[config.mk]
export PLATFORM = sky130hd
export DESIGN_NAME = mips_mc_ctrl
export DESIGN_NICKNAME = d
export VERILOG_FILES = /design/src/rtl/mips_mc_pkg.sv /design/src/rtl/mips_mc_decode.sv /design/src/rtl/mips_mc_ctrl.sv
export SDC_FILE = /design/constraint.sdc
export NUM_CORES = 1
export LEC_CHECK = 0
export CAP_MARGIN = 20
export CORE_MARGIN = 3
export CORE_UTILIZATION = 43
export DETAILED_ROUTE_END_ITERATION = 16
export HOLD_SLACK_MARGIN = 0.05
export PLACE_DENSITY = 0.85
export SLEW_MARGIN = 5
export SYNTH_ARGS = -nofsm -noshare
export SYNTH_HDL_FRONTEND = slang
export SYNTH_HIERARCHICAL = 1
export SYNTH_SLANG_ARGS = --single-unit
export TNS_END_PERCENT = 100
[constraint.sdc]
create_clock -name clk -period 4.2 [get_ports clk]
set_input_delay 0.42 -clock clk [delete_from_list [all_inputs] [get_ports clk]]
set_output_delay 0.42 -clock clk [all_outputs]
set_load 0.1 [all_outputs]
[src/rtl/mips_mc_pkg.sv]
// mips_mc_pkg: shared types and encodings for the multi-cycle MIPS control FSM.
// Holds the FSM state enum, ALU operation codes, opcode/funct values,
// datapath mux encodings and the decoded-instruction struct.
package mips_mc_pkg;

  typedef enum logic [3:0] {
    S_IDLE    = 4'd0,
    S_FETCH   = 4'd1,
    S_DECODE  = 4'd2,
    S_EXE     = 4'd3,
    S_MEM_ADR = 4'd4,
    S_MEM_RD  = 4'd5,
    S_MEM_WR  = 4'd6,
    S_WB_ALU  = 4'd7,
    S_WB_MEM  = 4'd8,
    S_BRANCH  = 4'd9,
    S_JUMP    = 4'd10
  } state_e;

  // Instruction class selects the path taken out of DECODE.
  typedef enum logic [2:0] {
    CL_ILL = 3'd0,
    CL_ALU = 3'd1,
    CL_MEM = 3'd2,
    CL_BR  = 3'd3,
    CL_JMP = 3'd4
  } cls_e;

  // Branch condition: which ALU flag qualifies pc_we in BRANCH.
  typedef enum logic [1:0] {
    BR_EQ  = 2'd0,
    BR_NE  = 2'd1,
    BR_LEZ = 2'd2,
    BR_GTZ = 2'd3
  } br_e;

  localparam logic [2:0] ALU_ADD  = 3'b000;
  localparam logic [2:0] ALU_SUB  = 3'b001;
  localparam logic [2:0] ALU_OR   = 3'b010;
  localparam logic [2:0] ALU_SRLV = 3'b100;
  localparam logic [2:0] ALU_SRL  = 3'b101;

  localparam logic [5:0] OP_RTYPE = 6'h00;
  localparam logic [5:0] OP_J     = 6'h02;
  localparam logic [5:0] OP_JAL   = 6'h03;
  localparam logic [5:0] OP_BEQ   = 6'h04;
  localparam logic [5:0] OP_BNE   = 6'h05;
  localparam logic [5:0] OP_BLEZ  = 6'h06;
  localparam logic [5:0] OP_BGTZ  = 6'h07;
  localparam logic [5:0] OP_SLTIU = 6'h0B;
  localparam logic [5:0] OP_ORI   = 6'h0D;
  localparam logic [5:0] OP_LUI   = 6'h0F;
  localparam logic [5:0] OP_LW    = 6'h23;
  localparam logic [5:0] OP_SW    = 6'h2B;

  localparam logic [5:0] FN_SRL  = 6'h02;
  localparam logic [5:0] FN_SRLV = 6'h06;
  localparam logic [5:0] FN_JR   = 6'h08;
  localparam logic [5:0] FN_ADDU = 6'h21;
  localparam logic [5:0] FN_SUBU = 6'h23;
  localparam logic [5:0] FN_SLT  = 6'h2A;
  localparam logic [5:0] FN_SLTU = 6'h2B;

  localparam logic [1:0] PC_SEQ = 2'd0;
  localparam logic [1:0] PC_BR  = 2'd1;
  localparam logic [1:0] PC_JMP = 2'd2;
  localparam logic [1:0] PC_RS  = 2'd3;

  localparam logic [1:0] RD_RT = 2'd0;
  localparam logic [1:0] RD_RD = 2'd1;
  localparam logic [1:0] RD_RA = 2'd2;

  localparam logic [1:0] M2R_ALU  = 2'd0;
  localparam logic [1:0] M2R_DM   = 2'd1;
  localparam logic [1:0] M2R_LESS = 2'd2;
  localparam logic [1:0] M2R_PC   = 2'd3;

  localparam logic [1:0] SB_RT   = 2'd0;
  localparam logic [1:0] SB_SEXT = 2'd1;
  localparam logic [1:0] SB_ZEXT = 2'd2;
  localparam logic [1:0] SB_LUI  = 2'd3;

  typedef struct packed {
    cls_e       cls;
    logic       is_lw;
    logic       is_jal;
    logic       is_jr;
    br_e        br;
    logic [2:0] aluop;
    logic       sltiu;
    logic       sltu;
    logic [1:0] alu_src_b;
    logic [1:0] reg_dst;
    logic [1:0] mem_to_reg;
  } dec_t;

endpackage

[src/rtl/mips_mc_decode.sv]
// mips_mc_decode: combinational opcode/funct decoder for the multi-cycle control.
// Latency: zero (pure combinational). No flow control.
// Ports: i_opcode/i_funct from the IR; o_dec carries class plus per-instruction
// ALU/mux settings used in EXE/WB_ALU and the branch/jump qualifiers.
module mips_mc_decode
  import mips_mc_pkg::*;
#(
  parameter int OP_W = 6
) (
  input  logic [OP_W-1:0] i_opcode,
  input  logic [OP_W-1:0] i_funct,
  output dec_t            o_dec
);

  always_comb begin
    o_dec     = '0;
    o_dec.cls = CL_ILL;
    case (i_opcode)
      OP_RTYPE: begin
        o_dec.reg_dst   = RD_RD;
        o_dec.alu_src_b = SB_RT;
        case (i_funct)
          FN_ADDU: begin o_dec.cls = CL_ALU; o_dec.aluop = ALU_ADD; end
          FN_SUBU: begin o_dec.cls = CL_ALU; o_dec.aluop = ALU_SUB; end
          FN_SLT: begin
            o_dec.cls        = CL_ALU;
            o_dec.aluop      = ALU_SUB;
            o_dec.mem_to_reg = M2R_LESS;
          end
          FN_SLTU: begin
            o_dec.cls        = CL_ALU;
            o_dec.aluop      = ALU_SUB;
            o_dec.sltu       = 1'b1;
            o_dec.mem_to_reg = M2R_LESS;
          end
          FN_SRL:  begin o_dec.cls = CL_ALU; o_dec.aluop = ALU_SRL; end
          FN_SRLV: begin o_dec.cls = CL_ALU; o_dec.aluop = ALU_SRLV; end
          FN_JR:   begin o_dec.cls = CL_JMP; o_dec.is_jr = 1'b1; end
          default: ;
        endcase
      end
      OP_ORI: begin
        o_dec.cls       = CL_ALU;
        o_dec.aluop     = ALU_OR;
        o_dec.alu_src_b = SB_ZEXT;
      end
      OP_LUI: begin
        // lui computes 0 + (imm<<16) through the adder.
        o_dec.cls       = CL_ALU;
        o_dec.aluop     = ALU_ADD;
        o_dec.alu_src_b = SB_LUI;
      end
      OP_SLTIU: begin
        o_dec.cls        = CL_ALU;
        o_dec.aluop      = ALU_SUB;
        o_dec.sltiu      = 1'b1;
        o_dec.alu_src_b  = SB_ZEXT;
        o_dec.mem_to_reg = M2R_LESS;
      end
      OP_LW:   begin o_dec.cls = CL_MEM; o_dec.is_lw = 1'b1; end
      OP_SW:   o_dec.cls = CL_MEM;
      OP_BEQ:  begin o_dec.cls = CL_BR; o_dec.br = BR_EQ; end
      OP_BNE:  begin o_dec.cls = CL_BR; o_dec.br = BR_NE; end
      OP_BLEZ: begin o_dec.cls = CL_BR; o_dec.br = BR_LEZ; end
      OP_BGTZ: begin o_dec.cls = CL_BR; o_dec.br = BR_GTZ; end
      OP_J:    o_dec.cls = CL_JMP;
      OP_JAL:  begin o_dec.cls = CL_JMP; o_dec.is_jal = 1'b1; end
      default: ;
    endcase
  end

endmodule

[src/rtl/mips_mc_ctrl.sv]
// mips_mc_ctrl: multi-cycle control FSM driving the shared p5 datapath.
// Latency: CPI 4 for ALU ops and sw, 5 for lw, 3 for branch/jump; outputs decode
// from the state register (pc_we in BRANCH also depends on the ALU flags).
// Ports: opcode/funct from IR, alu_* compare flags in; ALU controls, mux selects,
// write enables, illegal pulse and state_o out. Optional MIPS_MC_CTRL_PERF_EN
// adds instr_cnt/cyc_cnt performance counters.
module mips_mc_ctrl
  import mips_mc_pkg::*;
#(
  parameter int OP_W = 6,
  parameter int ST_W = 4
) (
  input  logic            clk,
  input  logic            reset,
  input  logic [OP_W-1:0] opcode,
  input  logic [OP_W-1:0] funct,
  input  logic            alu_zero,
  input  logic            alu_ne,
  input  logic            alu_g,
  input  logic            alu_le,
  output logic [2:0]      aluop,
  output logic            sltiu,
  output logic            sltu,
  output logic            pc_we,
  output logic [1:0]      pc_src,
  output logic            ir_we,
  output logic            mem_we,
  output logic            reg_we,
  output logic [1:0]      reg_dst,
  output logic [1:0]      mem_to_reg,
  output logic [1:0]      alu_src_b,
  output logic            illegal,
  output logic [ST_W-1:0] state_o
`ifdef MIPS_MC_CTRL_PERF_EN
  ,
  output logic [31:0]     instr_cnt,
  output logic [31:0]     cyc_cnt
`endif
);

  state_e r_state;
  dec_t   w_dec;
  logic   w_br_take;

  mips_mc_decode #(.OP_W(OP_W)) u_decode (
    .i_opcode (opcode),
    .i_funct  (funct),
    .o_dec    (w_dec)
  );

  assign w_br_take = (w_dec.br == BR_EQ)  ? alu_zero :
                     (w_dec.br == BR_NE)  ? alu_ne   :
                     (w_dec.br == BR_LEZ) ? alu_le   : alu_g;

  always_ff @(posedge clk or posedge reset) begin
    if (reset) begin
      r_state <= S_IDLE;
    end else begin
      case (r_state)
        S_IDLE:   r_state <= S_FETCH;
        S_FETCH:  r_state <= S_DECODE;
        S_DECODE: begin
          case (w_dec.cls)
            CL_ALU:  r_state <= S_EXE;
            CL_MEM:  r_state <= S_MEM_ADR;
            CL_BR:   r_state <= S_BRANCH;
            CL_JMP:  r_state <= S_JUMP;
            default: r_state <= S_FETCH;  // illegal: skip straight to next fetch
          endcase
        end
        S_EXE:     r_state <= S_WB_ALU;
        S_MEM_ADR: r_state <= w_dec.is_lw ? S_MEM_RD : S_MEM_WR;
        S_MEM_RD:  r_state <= S_WB_MEM;
        S_WB_ALU, S_MEM_WR, S_WB_MEM, S_BRANCH, S_JUMP: r_state <= S_FETCH;
        default:   r_state <= S_IDLE;     // unused encodings recover
      endcase
    end
  end

`ifdef MIPS_MC_CTRL_PERF_EN
  logic [31:0] r_instr_cnt;
  logic [31:0] r_cyc_cnt;

  // An instruction retires on any state that returns to FETCH; the illegal
  // path leaves from DECODE and is deliberately not counted.
  always_ff @(posedge clk or posedge reset) begin
    if (reset) begin
      r_instr_cnt <= 32'd0;
      r_cyc_cnt   <= 32'd0;
    end else begin
      if (r_state != S_IDLE)
        r_cyc_cnt <= r_cyc_cnt + 32'd1;
      if (r_state inside {S_WB_ALU, S_MEM_WR, S_WB_MEM, S_BRANCH, S_JUMP})
        r_instr_cnt <= r_instr_cnt + 32'd1;
    end
  end

  assign instr_cnt = r_instr_cnt;
  assign cyc_cnt   = r_cyc_cnt;
`endif

  // Outputs decode from r_state so an async reset clears every enable at once.
  always_comb begin
    aluop      = ALU_ADD;
    sltiu      = 1'b0;
    sltu       = 1'b0;
    pc_we      = 1'b0;
    pc_src     = PC_SEQ;
    ir_we      = 1'b0;
    mem_we     = 1'b0;
    reg_we     = 1'b0;
    reg_dst    = RD_RT;
    mem_to_reg = M2R_ALU;
    alu_src_b  = SB_RT;
    illegal    = 1'b0;
    case (r_state)
      S_FETCH: begin
        ir_we = 1'b1;
        pc_we = 1'b1;
      end
      S_DECODE: illegal = (w_dec.cls == CL_ILL);
      S_EXE, S_WB_ALU: begin
        // ALU controls stay up through write-back so the result is stable.
        aluop     = w_dec.aluop;
        sltiu     = w_dec.sltiu;
        sltu      = w_dec.sltu;
        alu_src_b = w_dec.alu_src_b;
        if (r_state == S_WB_ALU) begin
          reg_we     = 1'b1;
          reg_dst    = w_dec.reg_dst;
          mem_to_reg = w_dec.mem_to_reg;
        end
      end
      S_MEM_ADR: begin
        aluop     = ALU_ADD;
        alu_src_b = SB_SEXT;
      end
      S_MEM_WR: mem_we = 1'b1;
      S_WB_MEM: begin
        reg_we     = 1'b1;
        reg_dst    = RD_RT;
        mem_to_reg = M2R_DM;
      end
      S_BRANCH: begin
        aluop     = ALU_SUB;
        alu_src_b = SB_RT;
        pc_src    = PC_BR;
        pc_we     = w_br_take;
      end
      S_JUMP: begin
        pc_we  = 1'b1;
        pc_src = w_dec.is_jr ? PC_RS : PC_JMP;
        if (w_dec.is_jal) begin
          // PC already advanced in FETCH, so it is the link value.
          reg_we     = 1'b1;
          reg_dst    = RD_RA;
          mem_to_reg = M2R_PC;
        end
      end
      default: ;
    endcase
  end

  assign state_o = ST_W'(r_state);

endmodule

* Word level (Yosys, flattened, before mapping)
Index checks and enable logic that the tools add are counted.
Operators by class: reduce and logical (&&, ||, !) cells 15, equal/unequal tests 34, multiplexer cells 41
Operators by type and width (count):
- $eq 6x6->1 const B | 6
- $eq 6x3->1 const B | 5
- $eq 6x4->1 const B | 4
- $pmux 4 s6 | 1
- $pmux 2 s2 | 5
- $mux 1 | 19
- $eq 6x2->1 const B | 3
- $pmux 3 s3 | 2
- $eq 4x3->1 const B | 4
- $pmux 4 s4 | 1
- $pmux 3 s5 | 1
- $eq 4x4->1 const B | 3
- $mux 2 | 6
- $pmux 2 s3 | 2
- $pmux 3 s2 | 2
- $reduce_or 2->1 | 6
- $reduce_or 6->1 | 2
- $eq 4x2->1 const B | 2
- $eq 3x2->1 const B | 2
- $logic_not 6->1 | 1
- $reduce_or 3->1 | 2
- $eq 4x1->1 const B | 1
- $logic_not 4->1 | 1
- $reduce_or 4->1 | 1
- other kinds (8) | 8
Storage, ports and cells: word-level logic and storage cells 91, input bits 18, register bits after elaboration 4, output and inout port bits 22

* Longest topological paths before layout
Gate-level depths: netlist of run 1.
word-level depth 7, mapped depth 7, gate-level depth less buffers 6

* By module
The synthesis of run 1 kept the hierarchy.
Modules (own cells, without submodules):
- mips_mc_ctrl | cells each 73, instances 1, sequential area each 100.1 um^2, area an instance 498.0 um^2
- mips_mc_decode | cells each 52, instances 1, sequential area each 0.0 um^2, area an instance 302.8 um^2

* Least setup slack after synthesis of run 1
Ideal clock, no wire load.
path type register to output, start register r_state[1] (netlist: state_o[1]), end output port illegal, path slack -0.382 ns, stages on the path, launching flop included 4, buffers on the path 0, arrival time 4.162 ns, cells stage by stage dfrtp_1 nor2b_1 nand2_1 nor4_1
Between the ends: word-level cells in the longest chain between the ends 2
Ends and longest elaborated chain:
- start, declared | line mips_mc_ctrl.sv:41 | state_e r_state;
- start signal, assigned | line mips_mc_ctrl.sv:72 | S_MEM_ADR: r_state <= w_dec.is_lw ? S_MEM_RD : S_MEM_WR;
- $eq 4x2->1 | line mips_mc_ctrl.sv:116 | case (r_state)
- $mux 1 | line mips_mc_ctrl.sv:116
- end, declared | line mips_mc_ctrl.sv:32 | output logic illegal,
Every way passes these cells.

==> results.md, run 1 <==
- Status: finished clean
- Die Width: a little under 50 µm
- Setup Skew: roughly 0.0021 ns
- Synth cell count leaders: nor2_1, nand2_1, a21oi_1
- Gr ovfl total: 0
- Synth top area cells: dfrtp_1, nor2_1, a21oi_1
- Crit path max fanout: 7
- DR WL met3: 207 µm
- Num Clock Sinks: 4
- DPL Wire Length: 1810 µm
- DR vias/cell: 5.43
- CP top delay family: simple AND/OR/NAND/NOR gates
- Syn Area/Cell: between 6 and 7 µm²
- WS Path Type: input pin to output port
- Layout net count: 180
- First-pass iteration count of the detailed router: 4
- IO Count: 40
- DRT iter0 DRCs: 35
- Final cycle utilization of the critical path: 79.3%
- Largest net degree at the start of global routing: 19
- Clk root buf: clkbuf_4
- Yosys reg bits: 4
- Initial Utilization: 49.2%
- Slew headroom: 35.3%
- Register Area: 100 µm²
- Slew @ Worst Pin: 0.967 ns
- Fmax: 0.300 GHz
- Post-CTS Setup Repair Bufs: 0
- Yosys Warn Count: 6
- WP data required: roughly 3.8 ns
- Wl on met1: 930 µm
- Max reg flops: 4
- Die area: 2420 µm²
- Period minus WS final: between 3 and 4 ns
- Via count: 1000
- Layout cell share with drive strength beyond 1: 16.9%
- Total wire length: 2220 µm
- Max-cap violations: 0
- Placed insts: ~180
- Gpl congestion: 0.776
- Syn Inst Count: 125
- Ant diodes: 0
- Average wire per standard cell: 12.1 µm
- Residual DRC: 0
- Pleak: about 0.47 nW
- Hold-fix buffers, CTS: 0
- Count of pins over their slew limit: 0
- Syn Std Cell Area: 801 µm²
- Hold Crit Class: input pin to async pin
- RSZ-0062 raised after global routing: false
- First-pass GRT wire length: 3820 µm
- Yosys top cell area share: 12.5%
- Area Growth Syn to Fin: 46.9%
- Post-CTS Resized: 0
- PD cells: 647 nW/µm²
- CTS H-tree lvls: 1
- Data arrival time of the worst path: between 2 and 3 ns
- Clock tree buffer depth: 2
- Peak supply drop: approximately 460 µV
- CP cell instances: clkdlybuf4s50_1 > or4_4 > or4_4 > o31ai_2 > nand2_1 > o22ai_1 > and2_1 > buf_4
- CP Launch Type: input pin
- Num CTS Buffers: 3
- Finished Cell Area: 1180 µm²
- Distinct cell type count after synthesis: 38
- Crit-path max cell delay: 0.61 ns
- Worst path most repeated cell: or4_4
- Filler cells: 146
- Post-synth EDFFs: 0
- DRT antenna net count: 0
- Count leader, synth: nor2_1
- Synth async-reset ratio: 100%
- Clk slew on worst S/H paths: 0.04 ns
- CTS tree: done
- Finished Layout Cells: ~180
- Multi-input gate area: roughly 640 µm²
- Hold Vio Cnt, Final: 0
- Antenna violations before repair: 0
- Met2 WL: 1070 µm
- Register area share after synthesis: approximately 13%
- Worst skew pair latency: 0.23 ns
- Cell taking the most area after synthesis: dfrtp_1
- # rows: 14
- Placed cell areas: 1150 µm²
- Ys flop type: dfrtp_1
- CP Buf/Inv Count: 2
- Final-report setup violation count: 0
- Top sig layer: met4
- Core ar.: approximately 1600 µm²
- GRT Overall Usage: between 10% and 20%
- Crit end category: output port
- DIE HEIGHT: 49.2 µm
- Number of global-route vias before repair: 893
- Buffers on Ports: 39
- Final setup TNS: 0 ns
- Slowest CP cell: or4_4
## through the flow
step	hold slack, ns	worst slack [ns]	util [%]	total power, W
3_5_place_dp	0.615	0.887	70.8	0.000715
3_3_place_gp	0.606	0.922	70.8	0.000710
2_1_floorplan	0.186	0.486	-	0.000581
6_report	0.366	0.868	72.2	0.000761
4_1_cts	0.365	0.884	72.2	0.000763
5_1_grt	0.403	0.788	72.2	0.000804
## worst paths after layout
kind | from | end | slack [ns] | cells after the start
setup / recovery | opcode[3] | aluop[0] | 0.87 | 8
setup reg to reg | state_o[1]$_DFF_PP0_ | state_o[0]$_DFF_PP0_ | 2.64 | 3
hold reg to reg | state_o[2]$_DFF_PP0_ | state_o[1]$_DFF_PP0_ | 0.68 | 1
min in group clk | state_o[2]$_DFF_PP0_ | state_o[1]$_DFF_PP0_ | 0.68 | 1
hold / removal | reset | state_o[1]$_DFF_PP0_ | 0.37 | 2
max in group asynchronous | reset | state_o[3]$_DFF_PP0_ | 3.68 | 2
## layer usage
metal,GRT usage [%],up-vias
met3,3.06,4
met2,32.1,54
met5,0,-
met1,25.0,430
met4,7.11,0
li1,-,512
## kinds of logic after synthesis
family | after synthesis | share of synthesized area, %
AO/OA/AOI/OAI | 26 | 20.3
XOR/XNOR | 2 | 2.19
buffers and inverters | 15 | 8.28
flip-flops | 4 | 12.5
multiplexers | 2 | 4.06
other | 1 | 0.468
AND/OR/NAND/NOR | 75 | 52.2
## power breakdown
part / total [W] / internal (W) / switching (W)
Sequential: 0.000113 / 0.0000551 / 0.0000577
Combinational: 0.000601 / 0.000148 / 0.000454
Clock: 0.0000470 / 0.0000319 / 0.0000151
## placed cells by master (no fill, tap or decap), types with 2 or more instances in the layout
cell             count
a21oi_1             11
and2_1               8
and3_1               2
buf_4               15
clkbuf_4             3
clkdlybuf4s50_1     24
conb_1               2
dfrtp_1              4
inv_1                7
nand2_1             12
nand2b_1             4
nand3_1              5
nor2_1              17
nor2b_1              5
nor3_1               6
nor3b_1              2
o21ai_0              6
o22ai_1              3
or3_1                3
or4_4                2
xnor2_1              2
## cell type report
type	count	share of cell area (%)
Multi-Input combinational cell	107	54.8
Timing Repair Buffer	39	30.0
Sequential cell	4	8.51
Tap cell	24	2.55
Inverter	7	2.23
Clock buffer	3	1.91
(Power assumes the default switching activity.)
==> inputs of run 2 (changes only) <==
Settings changed: CORE_UTILIZATION 43 to 36, PLACE_DENSITY 0.85 to 0.76.
Clock period 4.2 ns to 3.01 ns, I/O delays scaled along.
==> results.md, run 2 (synthesis gave the netlist of run 1 again) <==
- Status: finished clean
- Crit end category: output port
- R2r endpoint: state_o[1]$_DFF_PP0_
- Antenna violations before repair: 0
- Hold_ws: 0.230 ns
- Data arrival time of the worst path: 2.66 ns
- WS Path Type: input pin to output port
- Worst path most repeated cell: or4_4
- Final cycle utilization of the critical path: 98.2%
- Setup Skew: 0.000502 ns
- Num Clock Sinks: 4
- Finished Layout Cells: approximately 190
- R2R cell count: 3
- Reg power frac: 13.9%
- Worst skew pair latency: 0.25 ns
- Slowest CP cell: or4_4
- Final-report setup violation count: 0
- CTS tree: done
- Count of pins over their slew limit: 0
- Combinational fraction of design power: between 80% and 90%
- Hold Crit Class: input pin to async pin
- Sw Share: around two thirds
- PD cells: 829 nW/µm²
- Most common cell after layout, fill and taps aside: clkdlybuf4s50_1
- CP Launch Type: input pin
- Net Switching: 0.000761 W
- Max reg flops: 4
- First-pass GRT wire length: 4170 µm
- CP cell instances: clkdlybuf4s50_1 > or4_4 > or4_4 > o21ai_0 > nand3_1 > a21oi_1 > buf_12
- Initial Utilization: 39.2%
- GRT Overall Usage: 19.8%
- Crit-path max cell delay: 0.58 ns
- Slew @ Worst Pin: 0.501 ns
- Via count: 1062
- Fmax: 0.338 GHz
- Die area: around 2800 µm²
- P_int: 0.000392 W
- Clk slew on worst S/H paths: 0.04 ns
- Residual DRC: 0
- Util after Layout: around 70%
- Num CTS Buffers: 3
- # rows: 16
- Layout cell share with drive strength beyond 1: 26.7%
- Clock Power Share: 6.1%
- Placed insts: 189
- R2r setup slk: around 1.5 ns
- Total wire length: 2490 µm
- Layout net count: 185
- Slack of the critical path: 0.0528 ns
- Dpl ws: 0.0419 ns
- Die Width: around 53 µm
- CTS H-tree lvls: 1
- IO Count: 40
- Clock tree buffer depth: 2
- Commonest non-fill, non-tap cells in the layout: clkdlybuf4s50_1, nor2_1, buf_4, buf_12, nand2_1
- Gpl congestion: between 0.8 and 0.9
- Number of global-route vias before repair: 966
- Largest net degree at the start of global routing: 19
- DIE HEIGHT: 53.2 µm
- Reg2reg start: state_o[1]$_DFF_PP0_
- Crit path max fanout: 5
- Power, Total: about 0.0012 W
- Ant diodes: 0
- Buffers on Ports: 39
- DR vias/cell: 5.53
- Pleak: between 0.5 and 0.6 nW
- Gr ovfl total: 0
- DRT iter0 DRCs: 38
- Hold Vio Cnt, Final: 0
- Area Growth Syn to Fin: 73.7%
- Core ar.: between 2000 and 2500 µm²
- DRT antenna net count: 0
- CP startpoint: opcode[3]
- DPL Wire Length: roughly 2100 µm
- First-pass iteration count of the detailed router: 4
- Average wire per standard cell: 13.0 µm
- Hold-fix buffers, CTS: 0
- Max-cap violations: 0
- Peak supply drop: 768 µV
- Slew headroom: between 60 and 70%
- Clk root buf: clkbuf_4
- Period minus WS final: 2.96 ns
- WP data required: around 2.7 ns
## run 2: timing repair
| item | CTS | global route |
|---|---|---|
| gates resized for setup | 0 | 3 |
| setup endpoints to repair | 0 | 1 |
| setup buffers | 0 | 0 |
| hold endpoints to repair | 0 | 0 |
## run 2: power groups by stage
stage	registers, W	clock network (W)	logic [W]
after floorplan	0.000264	0	0.000553
after global placement	0.000155	0	0.000911
after detailed placement	0.000157	0	0.000923
after CTS	0.000155	0.0000720	0.000923
after global routing	0.000168	0.0000750	0.000971
final	0.000160	0.0000698	0.000923
## run 2: worst max path at each step
stage          cells after the start            end  slack (ns)
6_report                           7  mem_to_reg[1]        0.05
5_1_grt                            7  mem_to_reg[1]       -0.03
4_1_cts                            8       aluop[0]        0.04
3_5_place_dp                       8       aluop[0]        0.04
3_3_place_gp                       8       aluop[0]        0.12
2_1_floorplan                      4  mem_to_reg[1]       -0.42
## run 2: cell type report
class | instances | area [µm²]
Clock buffer | 3 | 22.5
Sequential cell | 4 | 100
Timing Repair Buffer | 44 | 536
Tap cell | 27 | 33.8
Fill cell | 191 | 651
Multi-Input combinational cell | 107 | 673
Inverter | 7 | 26.3
## run 2: stage by stage
step,area (µm²),setup TNS [ns]
after floorplan,822,-1.30
after global placement,1350,0
after detailed placement,1350,0
after CTS,1370,0
after global routing,1390,-0.0330
final,1390,0
## run 2: worst max-delay path: cells and delay by family
family | cells | cell delay (ns)
simple gates | 3 | 1.22
buf+inv | 2 | 0.64
compound gates | 2 | 0.49
## run 2: routing by layer
layer / wire length, µm / part of all wire [%] / track usage (%)
met5: 0 / 0 / 0
met2: 1260 / 51 / 34.3
met3: 166 / 6.7 / 1.97
met4: 49 / 2.0 / 10.2
met1: 1010 / 41 / 23.9
==> inputs of run 3 (changes only) <==
Settings changed: PLACE_DENSITY 0.76 to not set, PLACE_DENSITY_LB_ADDON set to 0.1.
==> results.md, run 3 (synthesis gave the netlist of run 1 again) <==
- Status: finished clean
- Layout cell share with drive strength beyond 1: between 20% and 30%
- Die Width: about 53 µm
- Number of global-route vias before repair: roughly 950
- Clock tree buffer depth: 2
- Gr ovfl total: 0
- GRT Overall Usage: 19.1%
- Max reg flops: 4
- Via count: 1032
- Max-cap violations: 0
- Largest net degree at the start of global routing: 19
- Post-CTS Setup Repair Bufs: 0
- CTS tree: done
- Hold Crit Class: input pin to async pin
- Commonest non-fill, non-tap cells in the layout: clkdlybuf4s50_1, nor2_1, buf_4, buf_12, nand2_1
- Ant diodes: 0
- Crit path max fanout: 5
- Num Clock Sinks: 4
- Finished Cell Area: 1390 µm²
- Reg2reg start: state_o[1]$_DFF_PP0_
- Average wire per standard cell: 12.4 µm
- Setup Skew: 0.00929 ns
- Area Growth Syn to Fin: 73.1%
- WP data required: 2.71 ns
- WS Path Type: input pin to output port
- Final-report setup violation count: 0
- RSZ-0062 raised after global routing: false
- R2r setup slk: 1.45 ns
- PD cells: 831 nW/µm²
- Clk root buf: clkbuf_4
- Period minus WS final: 2.87 ns
- Num CTS Buffers: 3
- Core ar.: a little over 2000 µm²
- Hold-fix buffers, CTS: 0
- Final cycle utilization of the critical path: 95.4%
- Clk slew on worst S/H paths: about 0.04 ns
- CTS H-tree lvls: 1
- R2r endpoint: state_o[1]$_DFF_PP0_
- Buffers on Ports: 39
- Crit end category: output port
- DRT iter0 DRCs: 18
- CP cell instances: clkdlybuf4s50_1 > or4_4 > or4_4 > o31ai_2 > nand2_1 > o22ai_2 > and2_4 > buf_12
- Count of pins over their slew limit: 0
- Hold Vio Cnt, Final: 0
- Total wire length: 2390 µm
- DPL Wire Length: 1970 µm
- Data arrival time of the worst path: 2.57 ns
- Fmax: 0.348 GHz
- Peak supply drop: 1150 µV
- CP Launch Type: input pin
- Residual DRC: 0
- DIE HEIGHT: 53.2 µm
- Slew @ Worst Pin: 0.537 ns
- Gpl congestion: around 0.8
- DR vias/cell: around 5.4
- Util after Layout: slightly below 70%
- Worst skew pair latency: 0.24 ns
- Initial Utilization: 39.2%
- R2R cell count: 3
- Antenna violations before repair: 0
- CP endpoint: aluop[0]
- Slew headroom: 64.2%
- Die area: around 2800 µm²
- First-pass GRT wire length: 4070 µm
- DRT antenna net count: 0
- Placed cell areas: 1350 µm²
- Crit-path max cell delay: roughly 0.57 ns
- IO Count: 40
- Slowest CP cell: or4_4
- # rows: 16
- Pleak: 0.549 nW
- Layout net count: 185
- Worst path most repeated cell: or4_4
- Post-CTS Resized: 0
- CP startpoint: opcode[3]
- First-pass iteration count of the detailed router: 4
- Most common cell after layout, fill and taps aside: clkdlybuf4s50_1
run 3: power by group:
group	total [W]	internal, W	leakage, nW	switching (W)
combinational	0.000922	0.000270	0.486	0.000653
clock	0.0000685	0.0000447	0.0138	0.0000239
sequential	0.000161	0.0000768	0.0488	0.0000843
total	0.00115	0.000391	0.549	0.000761
run 3: worst min-delay path by stage:
stage,end,slack (ns),depth (start not counted)
floorplan,state_o[0]$_DFF_PP0_,0.07,1
global placement,state_o[1]$_DFF_PP0_,0.49,2
detailed placement,state_o[1]$_DFF_PP0_,0.50,2
CTS,state_o[1]$_DFF_PP0_,0.24,2
global route,state_o[1]$_DFF_PP0_,0.26,2
finish,state_o[1]$_DFF_PP0_,0.24,2
run 3: worst max-delay path, delay by kind of cell:
kind                   cells  cell delay (ns)
buffers and inverters      2             0.59
AOI/OAI and AO/OA          2             0.32
and+or+nand+nor            4             1.35
run 3: per-stage QoR:
| stage | power [W] | hold slack, ns | worst slack, ns | cells | TNS [ns] |
|---|---|---|---|---|---|
| final | 0.00115 | 0.238 | 0.138 | 192 | 0 |
| after global routing | 0.00122 | 0.264 | 0.0254 | 192 | 0 |
| after CTS | 0.00115 | 0.235 | 0.0850 | 192 | 0 |
| after detailed placement | 0.00108 | 0.502 | 0.0842 | 189 | 0 |
| after global placement | 0.00107 | 0.493 | 0.127 | 189 | 0 |
| after floorplan | 0.000817 | 0.0671 | -0.422 | 126 | -1.30 |
run 3: layout make-up:
type / count / area (µm²)
Multi-Input combinational cell: 107 / 668
Fill cell: 183 / 656
Timing Repair Buffer: 44 / 536
Sequential cell: 4 / 100
Tap cell: 27 / 33.8
Inverter: 7 / 26.3
Clock buffer: 3 / 22.5
run 3: metal layers:
layer / GRT usage (%) / part of all wire [%] / up-vias
li1: - / - / 520
met1: 23.7 / 42 / 468
met2: 32.0 / 50 / 37
met3: 3.94 / 5.7 / 7
met4: 7.23 / 2.3 / 0
met5: 0 / 0 / -
